==> src/rtl/timer_1us_tick_if.sv <==
// Enable/tick bundle between a pacing timer and the block it strobes.
interface timer_1us_tick_if;
   logic en;
   logic q;

   modport master (output en, input q);
   modport slave  (input en, output q);
endinterface

==> src/rtl/timer_1us_tick.sv <==
// Periodic tick generator: a 1 us prescaler feeding a microsecond counter,
// emitting a one-clock strobe every PERIOD_US microseconds.
module timer_1us_tick #(
   parameter int unsigned PERIOD_US  = 1,
   parameter int unsigned CLK_PER_US = 36
) (
   input  logic             clk_36MHz,
   input  logic             reset,
   timer_1us_tick_if.slave  bus
);

   localparam int unsigned PW = (CLK_PER_US > 1) ? $clog2(CLK_PER_US) : 1;
   localparam int unsigned UW = (PERIOD_US > 1) ? $clog2(PERIOD_US) : 1;

   logic [PW-1:0] presc;
   logic [UW-1:0] us_cnt;
   logic          q_reg;
   logic          presc_term;
   logic          us_term;

   assign presc_term = (presc == PW'(CLK_PER_US - 1));
   assign us_term    = (us_cnt == UW'(PERIOD_US - 1));

   // Counters freeze while disabled so a paused period resumes where it left off.
   always_ff @(posedge clk_36MHz) begin
      if (!reset) begin
         presc  <= '0;
         us_cnt <= '0;
         q_reg  <= 1'b0;
      end else if (!bus.en) begin
         q_reg  <= 1'b0;
      end else begin
         presc <= presc_term ? '0 : presc + PW'(1);
         if (presc_term) begin
            us_cnt <= us_term ? '0 : us_cnt + UW'(1);
         end
         q_reg <= presc_term & us_term;
      end
   end

   assign bus.q = q_reg;

endmodule

==> src/flat_wrapper.sv <==
// flat-port wrapper written by rule: the top's interface ports become plain ports
module timer_1us_tick_flat 
#(
   parameter int unsigned PERIOD_US  = 1,
   parameter int unsigned CLK_PER_US = 36
)
  (clk_36MHz, reset, bus_en, bus_q);
  timer_1us_tick_if bus_i ();
  input  logic clk_36MHz;
  input  logic reset;
  input wire logic [$bits(bus_i.en)-1:0] bus_en;
  output wire logic [$bits(bus_i.q)-1:0] bus_q;
  assign bus_i.en = bus_en;
  assign bus_q = bus_i.q;
  timer_1us_tick #(.PERIOD_US(PERIOD_US), .CLK_PER_US(CLK_PER_US)) u_core (.clk_36MHz(clk_36MHz), .reset(reset), .bus(bus_i));
endmodule
==> config.mk <==
export PLATFORM = sky130hd
export DESIGN_NAME = timer_1us_tick_flat
export DESIGN_NICKNAME = d
export VERILOG_FILES = /design/src/rtl/timer_1us_tick_if.sv /design/src/rtl/timer_1us_tick.sv /design/src/flat_wrapper.sv
export SDC_FILE = /design/constraint.sdc
export NUM_CORES = 1
export LEC_CHECK = 0
export BUFFER_PORTS_ARGS = -buffer_cell sky130_fd_sc_hd__buf_2
export CAP_MARGIN = 5
export CELL_PAD_IN_SITES_DETAIL_PLACEMENT = 1
export CELL_PAD_IN_SITES_GLOBAL_PLACEMENT = 2
export CORE_AREA = 5 5 42 44
export DETAILED_ROUTE_END_ITERATION = 8
export DIE_AREA = 0 0 47 49
export PLACE_DENSITY = 0.5
export SYNTH_ARGS = -nofsm -noshare
export SYNTH_HDL_FRONTEND = slang
export SYNTH_SLANG_ARGS = --single-unit
==> constraint.sdc <==
create_clock -name clk_36MHz -period 1.7 [get_ports clk_36MHz]
set_input_delay 0.51 -clock clk_36MHz [delete_from_list [all_inputs] [get_ports clk_36MHz]]
set_output_delay 0.51 -clock clk_36MHz [all_outputs]
set_load 0.01 [all_outputs]
==> results.cfg <==
[run_status]
status = complete, no violations

[clock_tree]
clk_pin_slew_ns = 0.05
postCtsSetupBuffers = 0
htree_levels = 1
cts_max_path_buffers = 2
tritoncts = done
clk_latency_ns = 0.26
numCtsBuffers = 3
cts-root-buf = clkbuf_4
cts_sinks = 7
cts_resized = 0
postCtsHoldBufs = 0

[yosys]
ys_seq_elements = 7
synth_common_cells = dfxtp_1 (7), nor2_1 (5), xor2_1 (3)
synth_fp_nets = 33
synth_top_area_cell = dfxtp_1
synth.cell_area_um2 = 284
synth_simple_gate_area_share_pct = 22.5
synthesis.instances = 29
synth.area.mux_share_pct = 3.52
async_flop_share_pct = 0
synth_top_family_by_area = simple AND/OR/NAND/NOR gates
synth_edf_count = 0
synth_flop_cell = dfxtp_1
yosys.area_share.adder_pct = 4.41
yosys.area.top_type_share_pct = 49.3
synth_xor_area_share_pct = 12.3
ys_top_cells_by_area = dfxtp_1 (49%), xor2_1 (9.3%), nor2_1 (6.6%), or4b_4 (4.8%), ha_1 (4.4%)
synth_compound_area_share_pct = 6.61
post-synth-top-count-cell = dfxtp_1
syn_area_per_cell_um2 = 9.79
yosysSeqAreaShare_pct = 49.3
synth.distinct_cells = 15
ys_warn_count = 0

[detailed_routing]
drtIter0Drc = 0
drtAntennaViolNets = 0
firstDrtPassIters = 1
routed-via-count = 220
wl_per_cell_um = 11.5
drt_wl_total_um = 598
viasPerCell = 4.23
drc_errors = 0

[pwr]
power.switching_uw = 81.2
pwr-share-seq_pct = 49.7
clock_power_share_pct = 44.4
vdd_drop_max_mv = 0.338
internal_power_uw = 269
finalPower_uw = 350
powerDensity_nw_per_um2 = 1010
p_leak_uw = 0.000138
switching_share_pct = 23.2
combPwrFrac_pct = 5.9

[timing]
setup_violations = 0
rsz0062_at_grt = no
fmax_mhz = 773
fin_skew_ns = 0.00308
fin_tns_setup_ns = 0
hold_viol = 0
period_needed_ns = 1.29
slew_headroom_pct = 86.2
slew_viol_final = 0
finalCritPeriodShare_pct = 76.1
tightest_slew_ns = 0.207
worst_slack_ns = 0.406

[floorplan]
initial_core_util_pct = 20.3
fp.dieH_um = 49
num_rows = 14
dieArea_um2 = 2300
coreArea_um2 = 1400
ios = 4
die_width_um = 47

[critical_path]
required_ns = 1.84
r2r_slack_ns = 0.41
rr_startpoint = u_core.presc[2]$_SDFFE_PN0P_
cp.arrival_ns = 1.44
start_kind = register
rr_endpoint = u_core.presc[0]$_SDFFE_PN0P_
path_class = reg2reg
reg2reg_depth = 3
crit_path_end_kind = register
cp_max_fo = 4

[placed_design]
port_buffers = 3
place_ws_ns = 0.293
dp.final_hpwl_um = 473
gp_congestion = 0.727

[min_path]
whs_path_depth = 2
holdPathEnd = u_core.presc[5]$_SDFFE_PN0P_
worstHoldStart = u_core.presc[5]$_SDFFE_PN0P_
min_path_type = reg2reg

[layout]
final.fill_count = 177
area_growth_pct = 21.6
diodes = 0
largest_reg_flops = 6
drive_gt1_share_pct = 22.2
final_core_util_pct = 24.6
nets = 41

[run]
drv_cap = 0

[grt]
overflow = 0
grt_antenna_before_repair = 0
grt_pass1_vias = 215
grt_pass1_wl_um = 993
grt_max_degree = 6
gr-usage-all-layers_pct = 7.06
[per-stage QoR]
stage / hold slack [ns] / instance area [um2] / cells
finish: 0.493 / 345 / 52
global placement: 0.473 / 319 / 48
CTS: 0.500 / 345 / 52
global route: 0.540 / 345 / 52
detailed placement: 0.489 / 319 / 48
floorplan: 0.453 / 284 / 29
[kinds of logic (layout without fill, tap and decap cells)]
| logic type | Yosys count | in the layout |
|---|---|---|
| xor gates and xnor gates | 4 | 4 |
| adders and majority gates | 1 | 1 |
| DFF | 7 | 7 |
| buffers and inverters | 1 | 8 |
| muxes | 1 | 1 |
| and+or+nand+nor | 12 | 12 |
| AOI/OAI and AO/OA | 3 | 3 |
[routing by layer]
metal  global-route usage [%]  vias to the layer above  routed length, um
met1                     7.52                       99                237
met3                     3.32                        5                 18
met5                        0                        -                  0
met2                     8.14                        4                299
met4                     9.68                        0                 42
li1                         -                      112                  -
[power groups by stage]
stage	registers, uW	logic (uW)	clock network (uW)
after floorplan	176	13.0	0
after global placement	177	19.2	0
after detailed placement	177	20.9	0
after CTS	174	20.9	163
after global routing	174	23.2	173
final	174	20.5	156
[worst max-delay path by stage]
stage	start	end	slack [ns]	cells past startpoint
after floorplan	u_core.presc[2]$_SDFFE_PN0P_	u_core.presc[0]$_SDFFE_PN0P_	0.50	3
after global placement	bus_en	u_core.presc[5]$_SDFFE_PN0P_	0.33	4
after detailed placement	bus_en	u_core.presc[5]$_SDFFE_PN0P_	0.29	4
after CTS	u_core.presc[2]$_SDFFE_PN0P_	u_core.presc[0]$_SDFFE_PN0P_	0.39	3
after global routing	u_core.presc[2]$_SDFFE_PN0P_	u_core.presc[5]$_SDFFE_PN0P_	0.30	3
final	u_core.presc[2]$_SDFFE_PN0P_	u_core.presc[0]$_SDFFE_PN0P_	0.41	3
[final cells by class]
class	instances	area, um2	area share, %
clock buffer	4	26.3	7.61
multi-input combinational	21	140	40.6
sequential	7	140	40.6
inverter	1	3.75	1.09
timing repair buffer	3	15.0	4.35
tap	16	20.0	5.80
[placed cells by master, fill, tap and decap left out]
master	Yosys	final
nand4_1	2	2
nand2_1	2	2
o21ai_2	1	1
or4b_4	1	1
a21oi_1	1	1
xnor2_1	1	1
mux2i_1	1	1
nor3_1	1	1
dfxtp_1	7	7
xor2_1	3	3
clkbuf_4	0	3
nor2_1	5	5
or3_1	1	1
clkbuf_1	0	1
o21ai_0	1	1
buf_2	0	3
ha_1	1	1
inv_1	1	1
[critical path: stages, from the launching register on]
cell and delay [ns]:
dfxtp_1 0.34, or4b_4 0.55, o21ai_2 0.21, nor2_1 0.08
(Power assumes the default switching activity.)
